<file path="src/rtl/mux1hot_pkg.sv">
// Shared helpers for the streaming one-hot mux: index width and select decoding.
package mux1hot_pkg;

    // Widest select the helper functions accept; callers zero-extend into this.
    localparam int MAX_SEL = 64;

    // Width of the encoded channel index, never less than one bit.
    function automatic int idx_w(input int n);
        return (n <= 2) ? 1 : $clog2(n);
    endfunction

    // Lowest-set-bit encoder; an all-zero select encodes to 0.
    function automatic int onehot_to_idx(input logic [MAX_SEL-1:0] sel);
        int idx;
        idx = 0;
        for (int k = MAX_SEL - 1; k >= 0; k--) begin
            if (sel[k]) begin
                idx = k;
            end
        end
        return idx;
    endfunction

    // True when exactly one bit of the select is set.
    function automatic logic is_onehot(input logic [MAX_SEL-1:0] sel);
        return (sel != '0) && ((sel & (sel - 1'b1)) == '0);
    endfunction

endpackage

</file>
<file path="src/rtl/mux1hot_skid.sv">
// Generic 2-entry valid/ready register stage. The main register drives the output,
// the skid register catches the one beat that arrives while main is stalled, so
// in_ready is a plain flop with no combinational path from out_ready.
module mux1hot_skid #(
    parameter int W = 8
) (
    input  logic         clk,
    input  logic         reset,
    input  logic [W-1:0] in_data,
    input  logic         in_valid,
    output logic         in_ready,
    output logic [W-1:0] out_data,
    output logic         out_valid,
    input  logic         out_ready
);

    logic [W-1:0] main_data_reg, main_data_next;
    logic         main_valid_reg, main_valid_next;
    logic [W-1:0] skid_data_reg, skid_data_next;
    logic         skid_valid_reg, skid_valid_next;
    logic         in_ready_reg, in_ready_next;
    logic         push;
    logic         pop;

    assign push = in_valid & in_ready_reg;
    assign pop  = main_valid_reg & out_ready;

    // Next-state: refill main from skid first (preserves order), else from input.
    always_comb begin
        main_data_next  = main_data_reg;
        main_valid_next = main_valid_reg;
        skid_data_next  = skid_data_reg;
        skid_valid_next = skid_valid_reg;
        if (!main_valid_reg || pop) begin
            if (skid_valid_reg) begin
                main_data_next  = skid_data_reg;
                main_valid_next = 1'b1;
                skid_valid_next = 1'b0;
            end else if (push) begin
                main_data_next  = in_data;
                main_valid_next = 1'b1;
            end else begin
                main_valid_next = 1'b0;
            end
        end else if (push) begin
            skid_data_next  = in_data;
            skid_valid_next = 1'b1;
        end
        in_ready_next = !skid_valid_next;
    end

    // State registers; in_ready comes up one clock after reset release.
    always_ff @(posedge clk or negedge reset) begin
        if (!reset) begin
            main_data_reg  <= '0;
            main_valid_reg <= 1'b0;
            skid_data_reg  <= '0;
            skid_valid_reg <= 1'b0;
            in_ready_reg   <= 1'b0;
        end else begin
            main_data_reg  <= main_data_next;
            main_valid_reg <= main_valid_next;
            skid_data_reg  <= skid_data_next;
            skid_valid_reg <= skid_valid_next;
            in_ready_reg   <= in_ready_next;
        end
    end

    assign in_ready  = in_ready_reg;
    assign out_data  = main_data_reg;
    assign out_valid = main_valid_reg;

endmodule

</file>
<file path="src/rtl/mux1hot_stream.sv">
// Registered, flow-controlled one-hot mux with encoded index output.
// Optional select checking is enabled by defining MUX1HOT_SEL_CHECK_EN: beats whose
// select is not exactly one-hot are consumed but dropped, and counted.
module mux1hot_stream
    import mux1hot_pkg::*;
#(
    parameter int WIDTH     = 3,
    parameter int INPUTS    = 3,
    parameter int ERR_CNT_W = 8
) (
    input  logic                       clk,
    input  logic                       reset,
    input  logic [INPUTS*WIDTH-1:0]    in_data,
    input  logic [INPUTS-1:0]          in_sel,
    input  logic                       in_valid,
    output logic                       in_ready,
    output logic [WIDTH-1:0]           out_data,
    output logic [idx_w(INPUTS)-1:0]   out_idx,
    output logic                       out_valid,
    input  logic                       out_ready,
    output logic                       sel_err,
    output logic [ERR_CNT_W-1:0]       err_cnt
);

    localparam int IDX_W = idx_w(INPUTS);

    logic [WIDTH-1:0]   masked [INPUTS];
    logic [WIDTH-1:0]   mux_data;
    logic [IDX_W-1:0]   mux_idx;
    logic [MAX_SEL-1:0] sel_ext;
    logic               beat_ok;
    logic               push;

    assign sel_ext = {{(MAX_SEL-INPUTS){1'b0}}, in_sel};

    // AND stage of the AND-OR mux: each channel gated by its select bit.
    for (genvar gi = 0; gi < INPUTS; gi++) begin : g_mask
        assign masked[gi] = in_sel[gi] ? in_data[gi*WIDTH +: WIDTH] : '0;
    end

    // OR stage: multi-hot selects naturally merge the chosen channels.
    always_comb begin
        mux_data = '0;
        for (int k = 0; k < INPUTS; k++) begin
            mux_data = mux_data | masked[k];
        end
    end

    assign mux_idx = IDX_W'(onehot_to_idx(sel_ext));

`ifdef MUX1HOT_SEL_CHECK_EN
    logic                 accept;
    logic                 sel_err_reg;
    logic [ERR_CNT_W-1:0] err_cnt_reg;

    assign beat_ok = is_onehot(sel_ext);
    assign accept  = in_valid & in_ready;

    // Flag accepted beats with a bad select and keep a saturating tally.
    always_ff @(posedge clk or negedge reset) begin
        if (!reset) begin
            sel_err_reg <= 1'b0;
            err_cnt_reg <= '0;
        end else begin
            sel_err_reg <= accept & !beat_ok;
            if (accept && !beat_ok && !(&err_cnt_reg)) begin
                err_cnt_reg <= err_cnt_reg + 1'b1;
            end
        end
    end

    assign sel_err = sel_err_reg;
    assign err_cnt = err_cnt_reg;
`else
    assign beat_ok = 1'b1;
    assign sel_err = 1'b0;
    assign err_cnt = '0;
`endif

    // Bad beats still complete the input handshake; they just never enter the buffer.
    assign push = in_valid & beat_ok;

    mux1hot_skid #(
        .W(WIDTH + IDX_W)
    ) u_skid (
        .clk      (clk),
        .reset    (reset),
        .in_data  ({mux_idx, mux_data}),
        .in_valid (push),
        .in_ready (in_ready),
        .out_data ({out_idx, out_data}),
        .out_valid(out_valid),
        .out_ready(out_ready)
    );

endmodule
</file>
<file path="config.mk">
export PLATFORM = sky130hd
export DESIGN_NAME = mux1hot_stream
export DESIGN_NICKNAME = d
export VERILOG_FILES = /design/src/rtl/mux1hot_pkg.sv /design/src/rtl/mux1hot_skid.sv /design/src/rtl/mux1hot_stream.sv
export SDC_FILE = /design/constraint.sdc
export NUM_CORES = 1
export LEC_CHECK = 0
export CAP_MARGIN = 5
export CORE_MARGIN = 2
export CORE_UTILIZATION = 43
export DETAILED_ROUTE_END_ITERATION = 8
export GPL_TIMING_DRIVEN = 0
export PLACE_DENSITY = 0.79
export SETUP_SLACK_MARGIN = 0.1
export SYNTH_ARGS = -nofsm -noshare
export SYNTH_HDL_FRONTEND = slang
export SYNTH_HIERARCHICAL = 1
export SYNTH_SLANG_ARGS = --single-unit
</file>
<file path="constraint.sdc">
create_clock -name clk -period 4.16 [get_ports clk]
set_clock_uncertainty 0.2 [all_clocks]
set_input_delay 0.416 -clock clk [delete_from_list [all_inputs] [get_ports clk]]
set_output_delay 0.416 -clock clk [all_outputs]
set_load 0.01 [all_outputs]
</file>
After elaboration in Yosys (flattened, before gate mapping). Cells that the tools add are included.

Bits in registers: 13. Latch bits: 0. Memory bits (writable): 0. Memory bits (read-only): 0. Bits of input ports: 16. Word-level logic and storage cells: 28. Memories: 0.

$add $sub $neg: 0. Multiply operators: 0. Divide/modulo/power cells: 0. $lt $le $gt $ge: 0. Eq/ne operators: 0. Shift-type cells: 0. Mux-type cells: 12. Bitwise gates (word level): 5. Reduce and logical (&&, ||, !) cells: 6.

Operators by type and width (number): $mux W5 (2); $mux W3 (3); $mux W2 (3); $or A3 B3 Y3 (2); $mux W1 (4); $reduce_and A2 Y1 (2); $and A1 B1 Y1 (2); $logic_not A1 Y1 (2); $reduce_bool A2 Y1 (1); $logic_or A1 B1 Y1 (1); $not A1 Y1 (1).

Longest topological paths before layout. Gate-level depths: netlist of run 1.

Word-level depth: 5. Mapped depth: 4.

Modules after synthesis. Netlist of run 1, hierarchy kept.

Modules (own cells, without submodules): mux1hot_skid (times used 1, cells each 37, area an instance 604.3 µm², seq. area each 325.3 µm²); mux1hot_stream (times used 1, cells each 18, area an instance 128.9 µm², seq. area each 0.0 µm²).

Least setup slack after synthesis of run 1. Ideal clock, no wire load.

Path kind: input to register. Start: in in_data[0]. End: reg u_skid.main_data_reg[0], in the netlist u_skid/out_data[0]. Arrival: 1.299 ns. Required time: 3.835 ns. Slack: 2.536 ns. Stages: 4. Path buffers: 0. Cells stage by stage: a222oi_1 inv_1 mux2_4 mux2_2.

Cells in the longest elaborated chain, start to end: 5.

RTL lines: start: declaration (line mux1hot_stream.sv:13) `input logic [INPUTS*WIDTH-1:0] in_data,`; $mux W3 (line mux1hot_stream.sv:38) `assign masked[gi] = in_sel[gi] ? in_data[gi*WIDTH +: WIDTH] : '0;`; $or A3 B3 Y3 (2 in series) (line mux1hot_stream.sv:45) `mux_data = mux_data | masked[k];`; net mux_data[0] (line mux1hot_stream.sv:28) `logic [WIDTH-1:0] mux_data;`; $mux W5 (line mux1hot_skid.sv:39) `end else if (push) begin`; $mux W5 (line mux1hot_skid.sv:35) `if (skid_valid_reg) begin`; end signal: assignment (line mux1hot_skid.sv:61) `main_data_reg <= main_data_next;`; end: declaration (line mux1hot_skid.sv:17) `logic [W-1:0] main_data_reg, main_data_next;`.

The timed path passes the listed nets, and every way through them passes these cells. The select of a mux whose other input is x is not followed. A chain may end at the register's enable or synchronous reset.

Final worst setup path of run 1.
Start: in in_sel[0]. End: reg u_skid.main_data_reg[0], in the netlist u_skid/out_data[0].

Cells in the longest elaborated chain, start to end: 5.

RTL lines: start: declaration (line mux1hot_stream.sv:14) `input logic [INPUTS-1:0] in_sel,`; $mux W3 (line mux1hot_stream.sv:38); $or A3 B3 Y3 (2 in series) (line mux1hot_stream.sv:45); net mux_data[0] (line mux1hot_stream.sv:28); $mux W5 (line mux1hot_skid.sv:39); $mux W5 (line mux1hot_skid.sv:35).

The timed path passes the listed nets, and every way through them passes these cells. The select of a mux whose other input is x is not followed.

==> summary.md, run 1 <==
| Metric | Value |
|---|---|
| Unrepaired setup endpoints after global routing | no |
| TritonCTS clock tree | done |
| VDD IR max | 0.000253 V |
| Wire length on met3 | 70 µm |
| DRC viols | 0 |
| DIE AREA | 2050 µm² |
| Post-route ant nets | 0 |
| Number of global-route vias before repair | 500 |
| Slew Viols, Final | 0 |
| Outcome | finished, final reports clean |
| Largest family of logic cells by synthesized area | multiplexers |
| Leakage | 0.482 nW |
| Clk_lat worst skew | 0.27 ns |
| Final Wtd Congestion | 0.698 |
| Initial Util | 47.0% |
| R2R Path End | u_skid/out_data[1] |
| Core Region | 1560 µm² |
| Rel. slew slack | 62.7% |
| PD cells | 376 nW/µm² |
| # fillers | 123 |
| Post-DR wirelength/cell | 12.2 µm |
| Clock Path Buffers | 2 |
| Die width | 45.3 µm |
| Hold WC Path Type | primary input to asynchronous set/reset pin |
| Total CTS buffers | 3 |
| Crit-path max FO | 5 |
| Initial drt markers | 9 |
| H-tree levels | 1 |
| Clock sinks | 13 |
| Fin. Hold Viols | 0 |
| Root Buffer Master | clkbuf_4 |
| #FFs+latches synth | 13 |
| Setup violations, final | 0 |
| Synthesis-to-layout area growth | 40.4% |
| Syn avg cell area | 13.3 µm² |
| Commonest non-fill, non-tap cells in the layout | clkdlybuf4s50_1 (22), dfrtp_1 (13), mux2_2 (10), buf_4 (9), conb_1 (9) |
| Synth Area in XOR/XNOR | 0% |
| Commonest non-fill, non-tap cell in the layout | clkdlybuf4s50_1 |
| Post-Synth Simple-Gate Area | 10.4% |
| Synth Area in Adders | 0% |
| Max Cap Violations | 0 |
| Synth Area in Compound Gates | 6.31% |
| Post_cts resized | 0 |
| Placed inst area | 1000 µm² |
| Clock slew at the register clock pins of the worst setup and hold paths | 0.07 ns |
| R2r startpoint | u_skid/skid_valid_reg |
| # IOs | 32 |
| Setup repair bufs after CTS | 0 |
| Setup TNS | 0 ns |
| # port buffers | 22 |
| Wire length on met1 | 569 µm |
| Largest net degree at the start of global routing | 14 |
| Antenna diodes | 0 |
| Post-route cell area | 1030 µm² |
| Die Height | 45.3 µm |
| Ratio of cells with drive above 1 in the final layout | 37.1% |
| First-pass GRT wire length | 2210 µm |
| Total grt overflow | 0 |
| Crit path arrival time | 1.90 ns |
| Critical path class | primary input to register |
| Critical path required time | 4.12 ns |
| Minimum clock period | 1.94 ns |
| R2R cell count | 4 |
| Detailed-router iteration count before antenna repair | 4 |
| Unique masters post-synth | 17 |
| GR Util All Layers | 16.2% |
| Worst setup SP type | primary input |
| # rows | 14 |
| Vias | 489 |
| Fin nets | 106 |
| Hold-fix buffers, CTS | 0 |
| Synth Instances | 55 |
| Multiplexer share of the synthesized area | 25.6% |
| Multi-input logic area | 344 µm² |
| Synth warn | 6 |
| Synth Cell Area | 733 µm² |
| Initial antenna violation count | 0 |
| Met2 WL | 635 µm |
| Max Fclk | 516 MHz |
| Drt total wl | 1280 µm |
| Detail Placement HPWL | 1030 µm |
| Crit. End Element | register |
| Seq/Total Area, Yosys | 44.4% |
| Least-Margin Pin Slew | 0.557 ns |
| Reg2reg setup slack | 2.74 ns |
| Crit share post-route | 46.5% |
| Register cell area after layout | 325 µm² |
| Max Used Layer | met4 |
| Vias per cell | 4.66 |
## layout make-up
type | instances | share of cell area, %
sequential | 13 | 31.6
clock buffer | 4 | 2.55
inverter | 4 | 1.46
buffer | 10 | 7.65
timing repair buffer | 22 | 21.4
multi-input combinational | 36 | 33.4
tap | 16 | 1.94
## how the worst max path moves through the flow
| stage | startpoint | to | depth (start not counted) |
|---|---|---|---|
| final | in_sel[0] | u_skid/out_data[0] | 5 |
| after global routing | in_sel[0] | u_skid/out_data[2] | 5 |
| after CTS | u_skid/in_ready | in_ready | 1 |
| after detailed placement | in_sel[1] | u_skid/out_data[0] | 5 |
| after global placement | in_sel[0] | u_skid/out_data[2] | 5 |
| after floorplan | in_data[0] | u_skid/out_data[0] | 4 |
## Yosys cell counts
master | number | area (µm²)
dfrtp_1 | 13 | 325
mux2_2 | 10 | 113
buf_4 | 9 | 67.6
mux2_4 | 5 | 75.1
inv_1 | 4 | 15.0
a222oi_1 | 3 | 30.0
a21oi_4 | 1 | 16.3
and2b_2 | 1 | 8.76
buf_6 | 1 | 11.3
conb_1 | 1 | 3.75
nand2_1 | 1 | 3.75
nand2b_1 | 1 | 6.26
nand3_4 | 1 | 17.5
nor2_4 | 1 | 11.3
nor2b_4 | 1 | 13.8
nor3b_1 | 1 | 7.51
or2b_1 | 1 | 7.51
## routing by layer
metal	vias up	GRT usage, %
met1	228	18.7
met5	-	0
met3	2	4.00
met2	17	25.7
li1	242	-
met4	0	12.4
## worst max-delay path, cell delays in order
cell	delay, ns
clkdlybuf4s50_1	0.47
a222oi_1	0.36
inv_1	0.11
mux2_4	0.28
mux2_2	0.26
## stage by stage
| stage | setup WS [ns] | cells | util, % | total power (W) | hold slack, ns |
|---|---|---|---|---|---|
| floorplan | 2.54 | 63 | - | 0.000252 | -0.0796 |
| global placement | 1.96 | 101 | 64.4 | 0.000310 | 0.289 |
| detailed placement | 1.93 | 101 | 64.4 | 0.000315 | 0.295 |
| CTS | 2.23 | 105 | 66.1 | 0.000394 | 0.313 |
| global route | 2.18 | 105 | 66.1 | 0.000414 | 0.323 |
| finish | 2.22 | 105 | 66.1 | 0.000387 | 0.301 |
## where the power goes
group	switching, W	internal, W	total, W	leakage, nW
Sequential	0.0000157	0.000157	0.000172	0.155
Clock	0.0000390	0.0000371	0.0000761	0.0150
Combinational	0.0000487	0.0000898	0.000138	0.313
Total	0.000103	0.000284	0.000387	0.482
## cells by family after synthesis
logic type      count (synthesis)
compound gates                  4
buf+inv                        14
flops                          13
mux                            15
other cells                     1
simple gates                    8
(Power assumes the default switching activity.)
==> inputs of run 2 (changes only) <==
--- a/config.mk
+++ b/config.mk
@@ -7,10 +7,10 @@
 export LEC_CHECK = 0
 export CAP_MARGIN = 5
 export CORE_MARGIN = 2
-export CORE_UTILIZATION = 43
+export CORE_UTILIZATION = 40
 export DETAILED_ROUTE_END_ITERATION = 8
 export GPL_TIMING_DRIVEN = 0
-export PLACE_DENSITY = 0.79
+export PLACE_DENSITY = 0.74
 export SETUP_SLACK_MARGIN = 0.1
 export SYNTH_ARGS = -nofsm -noshare
 export SYNTH_HDL_FRONTEND = slang
==> constraint.sdc (replaced) <==
create_clock -name clk -period 1.8 [get_ports clk]
set_clock_uncertainty 0.2 [all_clocks]
set_input_delay 0.18 -clock clk [delete_from_list [all_inputs] [get_ports clk]]
set_output_delay 0.18 -clock clk [all_outputs]
set_load 0.01 [all_outputs]
==> run 2 against run 1 <==
Effect of this change: non-clock buffer count stayed put; via count is 1.2% higher; wire length is 5.8% lower; setup slack worse by 2.1 ns; cell count is 8.6% higher; critical path depth stayed put; clock-buffer cell count stayed put; flip-flop and latch count stayed put.
==> summary.md, run 2 (synthesis gave the netlist of run 1 again) <==
| Metric | Value |
|---|---|
| Root Buffer Master | clkbuf_4 |
| Initial drt markers | 9 (unchanged) |
| Antenna diodes | 0 (unchanged) |
| Commonest non-fill, non-tap cell in the layout | clkdlybuf4s50_1 |
| Pwr Total | 0.000885 W (+130%) |
| Clock Path Buffers | 2 (unchanged) |
| Post-Place Cells | 110 (+8.9%) |
| Clk_lat worst skew | 0.26 ns (about the same) |
| Core Region | 1730 µm² (+11%) |
| Total grt overflow | 0 (unchanged) |
| Hold WC Path Type | primary input to asynchronous set/reset pin |
| Clock slew at the register clock pins of the worst setup and hold paths | 0.07 ns (about the same) |
| CP max-delay cell | clkdlybuf4s50_1 |
| H-tree levels | 1 (unchanged) |
| Clock power share | 19.2% (-0.5 points) |
| Slew Viols, Final | 0 (unchanged) |
| Critical path's largest stage delay | 0.41 ns (-0.06 ns) |
| Fin nets | 106 (unchanged) |
| Critical path depth | 5 (unchanged) |
| # rows | 15 (+1) |
| Vias per cell | 4.34 (-6.8%) |
| DIE AREA | 2190 µm² (+6.8%) |
| Post-route ant nets | 0 (unchanged) |
| Worst slack, placed | -0.183 ns (-2.11 ns) |
| First-pass GRT wire length | 1840 µm (-17%) |
| Drt total wl | 1210 µm (-5.8%) |
| Largest net degree at the start of global routing | 14 (unchanged) |
| Synthesis-to-layout area growth | 42.3% |
| Die width | 46.8 µm (+3.4%) |
| # fillers | 169 (+37%) |
| Final worst slack | 0.160 ns (-2.06 ns) |
| # port buffers | 22 (unchanged) |
| Crit-path max FO | 2 (-3) |
| Post-DR wirelength/cell | 10.6 µm (-13%) |
| Logic pwr share | 35.7% (about the same) |
| Hold-fix buffers, CTS | 0 (unchanged) |
| Critical path class | primary input to register |
| Switching share of power | 26.0% (-0.65 points) |
| Initial antenna violation count | 0 (unchanged) |
| Rel. slew slack | 62.9% (+0.15 points) |
| DRC viols | 0 (unchanged) |
| Leakage | 0.492 nW (+2.1%) |
| VDD IR max | 0.000553 V (+120%) |
| Outcome | finished, final reports clean |
| R2R cell count | 3 (-1) |
| Crit. End Element | register |
| Max Fclk | 610 MHz |
| Worst path cell trace | clkdlybuf4s50_1, a222oi_1, inv_1, mux2_4, mux2_2 |
| Minimum clock period | 1.64 ns |
| Die Height | 46.8 µm (+3.4%) |
| Detail Placement HPWL | 985 µm (-4.8%) |
| Crit share post-route | 91.1% |
| Fin. Hold Viols | 0 (unchanged) |
| Unrepaired setup endpoints after global routing | no |
| Sw power | 0.000231 W (+120%) |
| Post-route insts no fill | 114 (+8.6%) |
| Commonest non-fill, non-tap cells in the layout | clkdlybuf4s50_1 (20), dfrtp_1 (12), mux2_2 (10), buf_4 (9), conb_1 (9) |
| Crit path arrival time | 1.59 ns (-0.31 ns) |
| Setup violations, final | 0 (unchanged) |
| Critical path required time | 1.75 ns (-2.37 ns) |
| TritonCTS clock tree | done |
| Final Wtd Congestion | 0.657 (-5.8%) |
| Sequential Power Share | 45.1% (+0.5 points) |
| Least-Margin Pin Slew | 0.555 ns (-0.00228 ns) |
| GR Util All Layers | 13.0% (-3.2 points) |
| Vias | 495 (+1.2%) |
| Max Cap Violations | 0 (unchanged) |
| # IOs | 32 (unchanged) |
| Number of global-route vias before repair | 431 (-14%) |
| Worst setup SP type | primary input |
| Initial Util | 42.5% (-4.6 points) |
| Critical path's top delay family | multiplexers |
| Fin util | 60.4% (-5.6 points) |
| Cell internal pwr | 0.000655 W (+130%) |
| PD cells | 849 nW/µm² (+130%) |
| Total CTS buffers | 3 (unchanged) |
| Crit path buffers/inverters | 2 (unchanged) |
| Hold WS | 0.0680 ns (-0.233 ns) |
| Ratio of cells with drive above 1 in the final layout | 38.2% (+1.1 points) |
| Clock sinks | 13 (unchanged) |
| Detailed-router iteration count before antenna repair | 2 (-2) |
-- run 2: changes by cell type in the layout (fill, tap and decap cells not counted) --
| cell | before | now |
|---|---|---|
| clkdlybuf4s50_1 | 22 | 20 |
| dfrtp_1 | 13 | 12 |
| dfrtp_2 | 0 | 1 |
| dlygate4sd2_1 | 0 | 1 |
| dlymetal6s2s_1 | 0 | 1 |
-- run 2: cell type report --
class | count | area, µm² | area share [%]
repair buffers | 22 | 221 | 21.2
inverters | 4 | 15.0 | 1.44
flip-flops and latches | 13 | 327 | 31.3
clock buffers | 4 | 26.3 | 2.52
multi-input cells | 36 | 344 | 33.0
well taps | 25 | 31.3 | 3.00
plain buffers | 10 | 78.8 | 7.55
-- run 2: per-stage QoR --
stage / TNS (ns) / area [µm²]
final: 0 / 1040
after global routing: 0 / 1040
after CTS: 0 / 1040
after detailed placement: -0.490 / 1010
after global placement: -0.453 / 1010
after floorplan: 0 / 763
-- run 2: what timing repair did --
item / 4_1_cts / 5_1_grt
pin swaps: 1 / 1
resized for setup: 1 / 2
buffers inserted: 0 / 0
endpoints found under the setup margin: 1 / 3
-- run 2: worst register-to-register path, stage by stage (launching register included) --
cell and delay [ns]:
dfrtp_1 0.37, buf_6 0.14, mux2_4 0.29, mux2_2 0.26
-- run 2: path summary, 6_finish.rpt --
path / slack [ns] / start / to
min reg2reg: 0.31 / u_skid/out_data[0] / u_skid/out_data[0]
max in group asynchronous: 0.94 / reset / u_skid/in_ready
max: 0.16 / in_data[0] / u_skid/out_data[0]
min in group clk: 0.21 / in_sel[1] / u_skid/skid_data_reg[1]
min: 0.07 / reset / u_skid/skid_valid_reg
max reg2reg: 0.42 / u_skid/skid_valid_reg / u_skid/out_data[3]
-- run 2: routing by layer --
metal / GRT usage (%) / up-vias / wire length (µm)
met5: 0 / - / 0
met4: 8.33 / 0 / 27
met3: 5.00 / 2 / 88
met2: 22.2 / 25 / 597
met1: 13.3 / 226 / 495
li1: - / 242 / -
-- run 2: power groups by stage --
| stage | Sequential (W) | Clock (W) | Combinational (W) |
|---|---|---|---|
| finish | 0.000399 | 0.000170 | 0.000316 |
| global route | 0.000408 | 0.000196 | 0.000341 |
| CTS | 0.000400 | 0.000183 | 0.000320 |
| detailed placement | 0.000407 | 0 | 0.000319 |
| global placement | 0.000402 | 0 | 0.000313 |
| floorplan | 0.000419 | 0 | 0.000162 |
